<file path="src/rtl/bcd_time_pkg.sv">
// rtl/bcd_time_pkg.sv - shared types, limits and BCD field validation for bcd_time_counter
package bcd_time_pkg;

    typedef enum logic [1:0] {
        STOPPED = 2'd0,
        RUNNING = 2'd1,
        EXPIRED = 2'd2
    } state_t;

    localparam logic [7:0] FIELD_MAX     = 8'h59;
    localparam logic [3:0] BCD_DIGIT_MAX = 4'h9;

    // Both digits must be decimal; a BCD-valid field then compares correctly as binary.
    function automatic logic bcd_field_valid(input logic [7:0] field, input logic [7:0] max_value);
        return (field[3:0] <= BCD_DIGIT_MAX) && (field[7:4] <= BCD_DIGIT_MAX) && (field <= max_value);
    endfunction

endpackage

</file>
<file path="src/rtl/bcd_field_step.sv">
// rtl/bcd_field_step.sv - one two-digit BCD field incrementer/decrementer with carry/borrow ripple
module bcd_field_step
    import bcd_time_pkg::*;
(
    input  logic [7:0] field,
    input  logic [7:0] field_max,
    input  logic       dir,
    input  logic       cin,
    output logic [7:0] next_field,
    output logic       cout
);

    logic [3:0] ones;
    logic [3:0] tens;

    assign ones = field[3:0];
    assign tens = field[7:4];

    always_comb begin
        next_field = field;
        cout       = 1'b0;
        if (cin) begin
            if (!dir) begin
                if (field == field_max) begin
                    next_field = 8'h00;
                    cout       = 1'b1;
                end else if (ones == BCD_DIGIT_MAX) begin
                    next_field = {tens + 4'd1, 4'd0};
                end else begin
                    next_field = {tens, ones + 4'd1};
                end
            end else begin
                if (field == 8'h00) begin
                    next_field = field_max;
                    cout       = 1'b1;
                end else if (ones == 4'd0) begin
                    next_field = {tens - 4'd1, BCD_DIGIT_MAX};
                end else begin
                    next_field = {tens, ones - 4'd1};
                end
            end
        end
    end

endmodule

</file>
<file path="src/rtl/bcd_time_counter.sv">
// rtl/bcd_time_counter.sv - parametrised multi-field BCD up/down timekeeper with load, alarm and expiry
module bcd_time_counter
    import bcd_time_pkg::*;
#(
    parameter int         NUM_FIELDS = 2,
    parameter logic [7:0] TOP_MAX    = 8'h59,
    parameter bit         DOWN_STOP  = 1'b1,
    localparam int        WIDTH      = 8 * NUM_FIELDS
) (
    input  logic             clk,
    input  logic             reset,
    input  logic             tick,
    input  logic             start,
    input  logic             stop,
    input  logic             dir,
    input  logic             load,
    input  logic [WIDTH-1:0] load_value,
    input  logic             cmp_en,
    input  logic [WIDTH-1:0] cmp_value,
    output logic [WIDTH-1:0] count,
    output logic             running,
    output logic             carry,
    output logic             done,
    output logic             match,
    output logic             load_err
);

    state_t           state;
    logic [WIDTH-1:0] stepped;
    logic [NUM_FIELDS:0] chain;
    logic             wrap;
    logic             load_ok;
    logic             updated;

    assign chain[0] = 1'b1;
    assign wrap     = chain[NUM_FIELDS];
    assign running  = (state == RUNNING);

    for (genvar i = 0; i < NUM_FIELDS; i++) begin : g_field
        localparam logic [7:0] FMAX = (i == NUM_FIELDS - 1) ? TOP_MAX : FIELD_MAX;
        bcd_field_step u_step (
            .field      (count[8*i +: 8]),
            .field_max  (FMAX),
            .dir        (dir),
            .cin        (chain[i]),
            .next_field (stepped[8*i +: 8]),
            .cout       (chain[i+1])
        );
    end

    always_comb begin
        load_ok = 1'b1;
        for (int i = 0; i < NUM_FIELDS; i++) begin
            if (!bcd_field_valid(load_value[8*i +: 8], (i == NUM_FIELDS - 1) ? TOP_MAX : FIELD_MAX)) begin
                load_ok = 1'b0;
            end
        end
    end

    // updated marks a tick-driven count change; match compares one cycle later.
    always_ff @(posedge clk or posedge reset) begin
        if (reset) begin
            state    <= STOPPED;
            count    <= '0;
            carry    <= 1'b0;
            done     <= 1'b0;
            match    <= 1'b0;
            load_err <= 1'b0;
            updated  <= 1'b0;
        end else begin
            carry    <= 1'b0;
            done     <= 1'b0;
            load_err <= 1'b0;
            updated  <= 1'b0;
            match    <= updated && cmp_en && (count == cmp_value);
            if (load) begin
                if (load_ok) begin
                    count <= load_value;
                    if (state == EXPIRED) state <= STOPPED;
                end else begin
                    load_err <= 1'b1;
                end
            end else if (stop) begin
                if (state == RUNNING) state <= STOPPED;
            end else if (start) begin
                if (state == STOPPED) state <= RUNNING;
            end else if (tick && state == RUNNING) begin
                if (dir && DOWN_STOP && count == '0) begin
                    done  <= 1'b1;
                    state <= EXPIRED;
                end else begin
                    count   <= stepped;
                    updated <= 1'b1;
                    if (dir && DOWN_STOP && stepped == '0) begin
                        done  <= 1'b1;
                        state <= EXPIRED;
                    end else begin
                        carry <= wrap;
                    end
                end
            end
        end
    end

endmodule

</file>
<file path="config.mk">
export PLATFORM = sky130hd
export DESIGN_NAME = bcd_time_counter
export DESIGN_NICKNAME = d
export VERILOG_FILES = /design/src/rtl/bcd_time_pkg.sv /design/src/rtl/bcd_field_step.sv /design/src/rtl/bcd_time_counter.sv
export SDC_FILE = /design/constraint.sdc
export NUM_CORES = 1
export LEC_CHECK = 0
export ABC_AREA = 0
export BUFFER_PORTS_ARGS = -buffer_cell sky130_fd_sc_hd__buf_4
export CAP_MARGIN = 5
export CORE_MARGIN = 5
export CORE_UTILIZATION = 58
export DETAILED_ROUTE_END_ITERATION = 12
export GPL_TIMING_DRIVEN = 0
export PLACE_DENSITY = 0.86
export SYNTH_ARGS = -nofsm -noshare
export SYNTH_HDL_FRONTEND = slang
export SYNTH_SLANG_ARGS = --single-unit
</file>
<file path="constraint.sdc">
create_clock -name clk -period 5.3 [get_ports clk]
set_clock_uncertainty 0.15 [all_clocks]
set_input_delay 0.265 -clock clk [delete_from_list [all_inputs] [get_ports clk]]
set_output_delay 0.265 -clock clk [all_outputs]
set_load 0.02 [all_outputs]
</file>
==> metrics.md, run 1 <==
| Metric | Value |
|---|---|
| Result of the run | `finished clean` |
| Initial core utilization | `60.6%` |
| Antenna Violating Nets Remaining | `0` |
| Internal power | `0.589 mW` |
| Worst Hold Class | `primary input to async pin` |
| Clock latency on the worst-skew pair | `between 0.2 and 0.3 ns` |
| Count leader, synth | `nor2_1` |
| Hold-fix buffers, CTS | `0` |
| # placed instances | `411` |
| Number of synthesized flops with an enable pin | `0` |
| Power consumption | `1.13 mW` |
| CP delay by family, top | `compound AO/OA/AOI/OAI gates` |
| Hold Slack | `~0.044 ns` |
| Synthesized instance count | `303` |
| Fill cells | `roughly 330` |
| CTS Buf Count | `3` |
| Worst slew margin | `between 30% and 40%` |
| Diodes inserted | `0` |
| Tightest Pin Transition | `between 0.9 and 1 ns` |
| Largest net degree at the start of global routing | `24` |
| Clock sink total | `23` |
| Reg2reg start | `count[8]` |
| Yosys top cell by area | `dfrtp_1` |
| Worst EP required | `5.32 ns` |
| Overall global routing resource usage | `between 20% and 30%` |
| Layout area overhead | `22.3%` |
| WS Path Type | `flop to flop` |
| RSZ-0062 raised after global routing | `no` |
| Finished Cell Area | `roughly 3000 um^2` |
| Final Hold Viols | `0` |
| Combinational Power Share | `between 60 and 70%` |
| # H-tree levels | `1` |
| Residual DRC count | `0` |
| Synth top area cells | `dfrtp_1 (24%), ha_1 (8.2%), o21ai_0 (4.3%)` |
| CP max stage delay | `0.74 ns` |
| Crit end category | `flop` |
| GP Congestion | `roughly 0.97` |
| FF+latch count, synth | `23` |
| Worst path bufs/invs | `2` |
| Full die area | `5610 um^2` |
| Worst EP arrival | `3.68 ns` |
| Final worst-path setup slack | `about 1.6 ns` |
| Die X | `roughly 75 um` |
| Fmax | `273 MHz` |
| Slowest cell on crit path | `nor3b_1` |
| Initial antenna violation count | `0` |
| Layout cells sized above 1 | `between 20% and 30%` |
| Tcrit/Tclk final | `roughly 69%` |
| Nets | `422` |
| # IOs | `roughly 60` |
| Clock power share | `a little over a tenth` |
| Cell area after synthesis | `2440 um^2` |
| CP startpoint | `count[8]` |
| Port bufs | `58` |
| Power per cell area | `approximately 380 nW/um^2` |
| Top cells by count, synth | `nor2_1 (24), dfrtp_1 (23), o21ai_0 (21)` |
| Post-synth ARST share | `100%` |
| Part of the power in registers | `between 20 and 30%` |
| Worst path cell trace | `clkbuf_1 -> inv_1 -> ha_1 -> nor3b_1 -> o221ai_1 -> o21ai_0 -> nor4b_1 -> o21ai_1 -> o31ai_2 -> nand2_1 -> a221o_1` |
| Switching share of power | `48.0%` |
| DR vias | `roughly 2.6k` |
| Die H | `roughly 75 um` |
| Largest fanout on the critical path | `9` |
| Row cnt | `23` |
| Max Cap Viol | `0` |
| TritonRoute pass-1 iters | `5` |
| Pleak | `between 1 and 1.5 nW` |
| Sw power | `between 0.5 and 0.6 mW` |
| Main synth FF type | `dfrtp_1` |
| WL final | `around 7.3 mm` |
| Multi-input logic area | `1690 um^2` |
| Area share of the leading cell type in the synthesized netlist | `about a quarter` |
| WL/cell | `roughly 18 um` |
| Filler-free cell count of the finished design | `415` |
| Net Count, Synth | `about 360` |
| FF-to-FF End | `state[0]` |
| Cells on worst reg2reg path | `11` |
| Core area | `4030 um^2` |
| Resize count post-CTS | `0` |
| Maximum vdd ir drop | `307 uV` |
| Via-to-Cell Ratio | `between 6 and 7` |
| Worst slack, placed | `around 1.8 ns` |
| FF-to-FF setup slack | `1.64 ns` |
| Max clock buf depth | `2` |
| Syn Area/Cell | `8.06 um^2` |
| Final setup fails | `0` |
| DP Area | `a little under 3000 um^2` |
| Seq. cell area | `roughly 580 um^2` |
| Vias in the first global route | `~2.4k` |
| CTS root buffer | `clkbuf_8` |
| Period minus WS final | `roughly 3.7 ns` |
| Synth warn | `0` |
| Final core occ | `about 74%` |
| HPWL Detailed | `between 5 and 6 mm` |
| Setup Fix Bufs, Post-CTS | `0` |
| Global-route wire length before repair | `~12 mm` |
| DRT iter0 DRCs | `~360` |
| Fin. max-slew vios | `0` |
| Clk slew on worst S/H paths | `0.10 ns` |
| Post-synthesis sequential area ratio | `23.6%` |
| Startpoint Class | `flop` |
| Synth unique cells | `67` |
| Remaining Overflow, GRT | `0` |
| Setup TNS Final | `0 ns` |
| CTS tree | `yes` |
[worst max-delay path by stage]
stage / to / depth (start not counted) / slack [ns]
floorplan: state[0] / 11 / 2.26
global route: state[0] / 11 / 1.46
CTS: state[0] / 11 / 1.80
detailed placement: state[0] / 11 / 1.84
global placement: state[0] / 11 / 1.91
finish: state[0] / 11 / 1.64
[registers in the layout (all words and copies together) (netlist names)]
signal / cells
count: 16
load_err: 1
updated: 1
done: 1
state: 2
match: 1
carry: 1
[routing by layer]
layer | wire [um] | up-vias | track usage [%]
li1 | - | 1226 | -
met1 | 2900 | 1190 | 37.6
met2 | 3480 | 181 | 43.0
met3 | 730 | 25 | 3.47
met4 | 221 | 0 | 9.68
met5 | 0 | - | 0
[cell usage in the layout, fill, tap and decap left out, drive strengths merged, types with 4 or more instances in the layout]
cell | synthesis | layout
a21oi | 14 | 14
nor3 | 7 | 7
nor3b | 8 | 8
nor2 | 24 | 24
xnor2 | 12 | 12
nand2b | 5 | 5
nand3 | 5 | 5
o21ai | 22 | 22
xor2 | 5 | 5
buf | 10 | 68
mux2i | 7 | 7
inv | 19 | 19
o22ai | 5 | 5
o31ai | 4 | 4
nor4 | 5 | 5
and2 | 6 | 6
nor2b | 4 | 4
a211oi | 4 | 4
nand4 | 6 | 6
dfrtp | 23 | 23
clkbuf | 13 | 16
ha | 16 | 16
nand2 | 20 | 20
a22oi | 4 | 4
[cell families (layout without fill, tap and decap cells)]
| kind of cell | Yosys count | count (layout) | synth area share (%) |
|---|---|---|---|
| flip-flops | 23 | 23 | 23.6 |
| multiplexers | 11 | 11 | 5.17 |
| buffers and inverters | 42 | 104 | 7.27 |
| AO/OA/AOI/OAI | 79 | 79 | 22.0 |
| XOR/XNOR | 17 | 17 | 6.10 |
| AND/OR/NAND/NOR | 115 | 115 | 27.7 |
| adder cells (fa/ha/maj) | 16 | 16 | 8.20 |
[layout make-up]
type / count / area share, %
multi-input combinational: 238 / 56.6
sequential: 23 / 19.3
timing repair buffer: 58 / 14.6
buffer: 23 / 3.56
inverter: 19 / 2.39
tap: 50 / 2.09
clock buffer: 3 / 1.38
clock inverter: 1 / 0.168
[power groups by stage]
stage | combinational, mW | sequential, mW | clock, mW
6_report | 0.727 | 0.288 | 0.119
3_5_place_dp | 0.714 | 0.289 | 0
4_1_cts | 0.718 | 0.286 | 0.117
3_3_place_gp | 0.697 | 0.285 | 0
5_1_grt | 0.791 | 0.297 | 0.126
2_1_floorplan | 0.449 | 0.328 | 0
[worst register-to-register path: stages (launching register included)]
cell      delay, ns
dfrtp_1        0.42
clkbuf_1       0.24
inv_1          0.18
ha_1           0.25
nor3b_1        0.74
o221ai_1       0.25
o21ai_0        0.20
nor4b_1        0.28
o21ai_1        0.11
o31ai_2        0.31
nand2_1        0.10
a221o_1        0.33
Power figures use the tool's default switching activity.
==> inputs of run 2 (changes only) <==
--- a/config.mk
+++ b/config.mk
@@ -5,14 +5,14 @@
 export SDC_FILE = /design/constraint.sdc
 export NUM_CORES = 1
 export LEC_CHECK = 0
-export ABC_AREA = 0
+export ABC_AREA = 1
 export BUFFER_PORTS_ARGS = -buffer_cell sky130_fd_sc_hd__buf_4
 export CAP_MARGIN = 5
 export CORE_MARGIN = 5
-export CORE_UTILIZATION = 58
+export CORE_UTILIZATION = 55
 export DETAILED_ROUTE_END_ITERATION = 12
 export GPL_TIMING_DRIVEN = 0
-export PLACE_DENSITY = 0.86
+export PLACE_DENSITY = 0.82
 export SYNTH_ARGS = -nofsm -noshare
 export SYNTH_HDL_FRONTEND = slang
 export SYNTH_SLANG_ARGS = --single-unit
==> constraint.sdc (replaced) <==
create_clock -name clk -period 3.6 [get_ports clk]
set_clock_uncertainty 0.15 [all_clocks]
set_input_delay 0.18 -clock clk [delete_from_list [all_inputs] [get_ports clk]]
set_output_delay 0.18 -clock clk [all_outputs]
set_load 0.02 [all_outputs]
==> metrics.md, run 2 <==
| Metric | Value |
|---|---|
| Yosys top cell by area | `dfrtp_1 (unchanged)` |
| Largest family of logic cells by synthesized area | `simple AND/OR/NAND/NOR gates (unchanged)` |
| Most common cell after layout, fill and taps aside | `nand2_1 (was buf_4)` |
| CTS Buf Count | `3 (unchanged)` |
| Vias in the first global route | `2857 (was 2378)` |
| Fill cells | `417 (was 329)` |
| Tcrit/Tclk final | `76.2% (was 69.1%)` |
| DR vias | `3065 (was 2622)` |
| Via-to-Cell Ratio | `6.00 (was 6.32)` |
| DP Area | `3050 um^2 (was 2940 um^2)` |
| Post-synthesis sequential area ratio | `22.6% (was 23.6%)` |
| Global-route wire length before repair | `13.5 mm (was 11.8 mm)` |
| HPWL Detailed | `6.35 mm (was 5.68 mm)` |
| Fin. max-slew vios | `0 (unchanged)` |
| CTS root buffer | `clkbuf_8 (unchanged)` |
| Cell area after synthesis | `2540 um^2 (was 2440 um^2)` |
| Top cells by count, synth | `nand2_1 (136), nor2_1 (37), nand3_1 (36) (was nor2_1 (24), dfrtp_1 (23), o21ai_0 (21))` |
| # IOs | `61 (unchanged)` |
| Post-synthesis compound-gate area fraction | `15.2% (was 22.0%)` |
| Sw power | `0.962 mW (was 0.544 mW)` |
| TritonRoute pass-1 iters | `5 (unchanged)` |
| Post-synthesis mux area share | `0% (was 5.17%)` |
| Finished Cell Area | `3100 um^2 (was 2990 um^2)` |
| Largest registers | `count x16, state x2 (unchanged)` |
| Fmax | `365 MHz (was 273 MHz)` |
| RSZ-0062 raised after global routing | `no (unchanged)` |
| WL final | `8.27 mm (was 7.34 mm)` |
| FF-to-FF End | `count[6] (was state[0])` |
| Largest net degree at the start of global routing | `24 (unchanged)` |
| Internal power | `0.857 mW (was 0.589 mW)` |
| Most frequent cells in the layout | `nand2_1 (136), buf_4 (61), nor2_1 (37) (was buf_4 (59), nor2_1 (24), dfrtp_1 (23))` |
| Remaining Overflow, GRT | `0 (unchanged)` |
| Layout area overhead | `21.7% (was 22.3%)` |
| Worst Hold Class | `primary input to async pin (unchanged)` |
| Switching share of power | `52.9% (was 48.0%)` |
| Main synth FF type | `dfrtp_1 (unchanged)` |
| Worst EP arrival | `2.73 ns (was 3.68 ns)` |
| FF+latch count, synth | `23 (unchanged)` |
| Clock power share | `9.3% (was 10.5%)` |
| Post-Synth Adder-Cell Area | `7.87% (was 8.20%)` |
| Overall global routing resource usage | `27.0% (about the same)` |
| Layout cells sized above 1 | `22.2% (was 23.0%)` |
| Antenna Violating Nets Remaining | `0 (unchanged)` |
| Synth warn | `0 (unchanged)` |
| Failing checks | `negative hold slack` |
| Setup TNS Final | `0 ns (unchanged)` |
| Clk slew on worst S/H paths | `0.09 ns (was 0.10 ns)` |
| GP Congestion | `0.949 (was 0.967)` |
| Clock latency on the worst-skew pair | `0.27 ns (about the same)` |
| Multi-input logic area | `1760 um^2 (was 1690 um^2)` |
| Most flops, register | `count (unchanged)` |
| Pleak | `1.60 nW (was 1.33 nW)` |
| Combinational Power Share | `66.7% (was 64.1%)` |
| Worst EP required | `3.59 ns (was 5.32 ns)` |
| # H-tree levels | `1 (unchanged)` |
| DRT iter0 DRCs | `262 (was 359)` |
| Row cnt | `24 (was 23)` |
| Initial core utilization | `57.7% (was 60.6%)` |
| Setup Fix Bufs, Post-CTS | `0 (unchanged)` |
| Max clock buf depth | `2 (unchanged)` |
| Count leader, synth | `nand2_1 (was nor2_1)` |
| Seq. cell area | `576 um^2 (unchanged)` |
| Synth Area in Simple Gates | `44.0% (was 27.7%)` |
| Resize count post-CTS | `0 (unchanged)` |
| Number of synthesized flops with an enable pin | `0 (unchanged)` |
| Hold Slack | `-0.0110 ns (was 0.0443 ns)` |
| Final Hold Viols | `23 (was 0)` |
| Clock sink total | `23 (unchanged)` |
| Die X | `78.0 um (was 74.9 um)` |
| Period minus WS final | `2.74 ns (was 3.66 ns)` |
| WL/cell | `16.2 um (was 17.7 um)` |
| Crit end category | `flop (unchanged)` |
| Net Count, Synth | `452 (was 359)` |
| Result of the run | `complete, but fails checks (was finished clean)` |
| FF-to-FF setup slack | `0.86 ns (was 1.64 ns)` |
| Max Cap Viol | `0 (unchanged)` |
| Reg2reg start | `count[0] (was count[8])` |
| Synth top area cells | `dfrtp_1 (23%), nand2_1 (20%), ha_1 (7.9%) (was dfrtp_1 (24%), ha_1 (8.2%), o21ai_0 (4.3%))` |
| Area share of the leading cell type in the synthesized netlist | `22.6% (was 23.6%)` |
| XOR/XNOR Fraction of Synth Area | `2.06% (was 6.10%)` |
| Syn Area/Cell | `6.43 um^2 (was 8.06 um^2)` |
| Startpoint Class | `flop (unchanged)` |
| Largest fanout on the critical path | `10 (was 9)` |
| Diodes inserted | `0 (unchanged)` |
| Hold-fix buffers, CTS | `0 (unchanged)` |
| Synth unique cells | `37 (was 67)` |
| Initial antenna violation count | `0 (unchanged)` |
| Full die area | `6090 um^2 (was 5610 um^2)` |
| Tightest Pin Transition | `0.985 ns (was 0.938 ns)` |
| Largest register FFs | `16 (unchanged)` |
| CTS tree | `yes (unchanged)` |
| Worst slew margin | `34.3% (was 37.4%)` |
| Nets | `516 (was 422)` |
| WS Path Type | `flop to flop (unchanged)` |
| Residual DRC count | `0 (unchanged)` |
| Cells on worst reg2reg path | `12 (was 11)` |
| Part of the power in registers | `23.9% (was 25.4%)` |
| Die H | `78.0 um (was 74.9 um)` |
| Core area | `4410 um^2 (was 4030 um^2)` |
| Post-synth ARST share | `100% (unchanged)` |
| Power per cell area | `587 nW/um^2 (was 379 nW/um^2)` |
| Synthesized instance count | `396 (was 303)` |
| Final setup fails | `0 (unchanged)` |
| Port bufs | `59 (was 58)` |
| Maximum vdd ir drop | `384 uV (was 307 uV)` |
-- run 2: changes by cell type after synthesis, sizes merged, moves of 7 or more --
cell	before	now
mux2i	7	0
o211ai	1	11
nor2	24	43
a21oi	14	6
clkbuf	13	2
nor3b	8	0
inv	19	31
nand2	20	145
xnor2	12	2
nand3	5	39
-- run 2: cell families (layout without fill, tap and decap cells) --
group | after synthesis | after routing
AND/OR/NAND/NOR | 244 | 244
AO/OA/AOI/OAI | 61 | 61
buffers and inverters | 46 | 109
flip-flops | 23 | 23
adder cells (fa/ha/maj) | 16 | 16
XOR/XNOR | 6 | 6
-- run 2: through the flow --
step | std cells | setup slack [ns] | power (mW) | util [%] | hold slack (ns)
detailed placement | 507 | 0.931 | 1.62 | 69.2 | 0.290
global route | 511 | 0.650 | 1.98 | 70.2 | 0.0311
floorplan | 396 | 1.21 | 1.27 | - | 0.0319
finish | 511 | 0.857 | 1.82 | 70.2 | -0.0110
global placement | 507 | 0.927 | 1.60 | 69.2 | 0.280
CTS | 511 | 0.907 | 1.80 | 70.2 | 0.0121
-- run 2: how the worst max path moves through the flow --
| stage | cells after the start | slack, ns | startpoint | endpoint |
|---|---|---|---|---|
| after floorplan | 13 | 1.21 | count[0] | state[0] |
| after global placement | 12 | 0.93 | count[0] | count[12] |
| after detailed placement | 12 | 0.93 | count[0] | count[3] |
| after CTS | 12 | 0.91 | count[0] | count[12] |
| after global routing | 16 | 0.65 | count[0] | state[0] |
| final | 12 | 0.86 | count[0] | count[6] |
-- run 2: area by class of cell --
class,count,area share [%]
tap,52,2.10
timing repair buffer,59,14.3
inverter,33,4.00
multi-input combinational,327,56.8
buffer,13,2.79
clock buffer,4,1.45
sequential,23,18.6
-- run 2: power groups by stage --
stage,registers (mW),logic (mW),clock network (mW)
4_1_cts,0.433,1.19,0.169
2_1_floorplan,0.501,0.765,0
5_1_grt,0.452,1.35,0.183
3_5_place_dp,0.437,1.19,0
6_report,0.436,1.21,0.170
3_3_place_gp,0.435,1.17,0
-- run 2: critical path: stages (launching register included) --
cell      delay [ns]
dfrtp_1         0.49
inv_1           0.24
ha_1            0.31
nand2_1         0.13
nor2_2          0.23
nand3_1         0.19
nor2_1          0.20
nor3_2          0.09
inv_2           0.07
o21ai_2         0.06
buf_4           0.19
o211ai_1        0.12
o21ai_0         0.14
-- run 2: routing by layer --
layer	up-vias	share of wire [%]	track usage, %
met2	188	46	42.4
met4	0	2.6	10.5
met1	1413	42	37.1
met5	-	0	0
li1	1442	-	-
met3	22	9.4	4.69
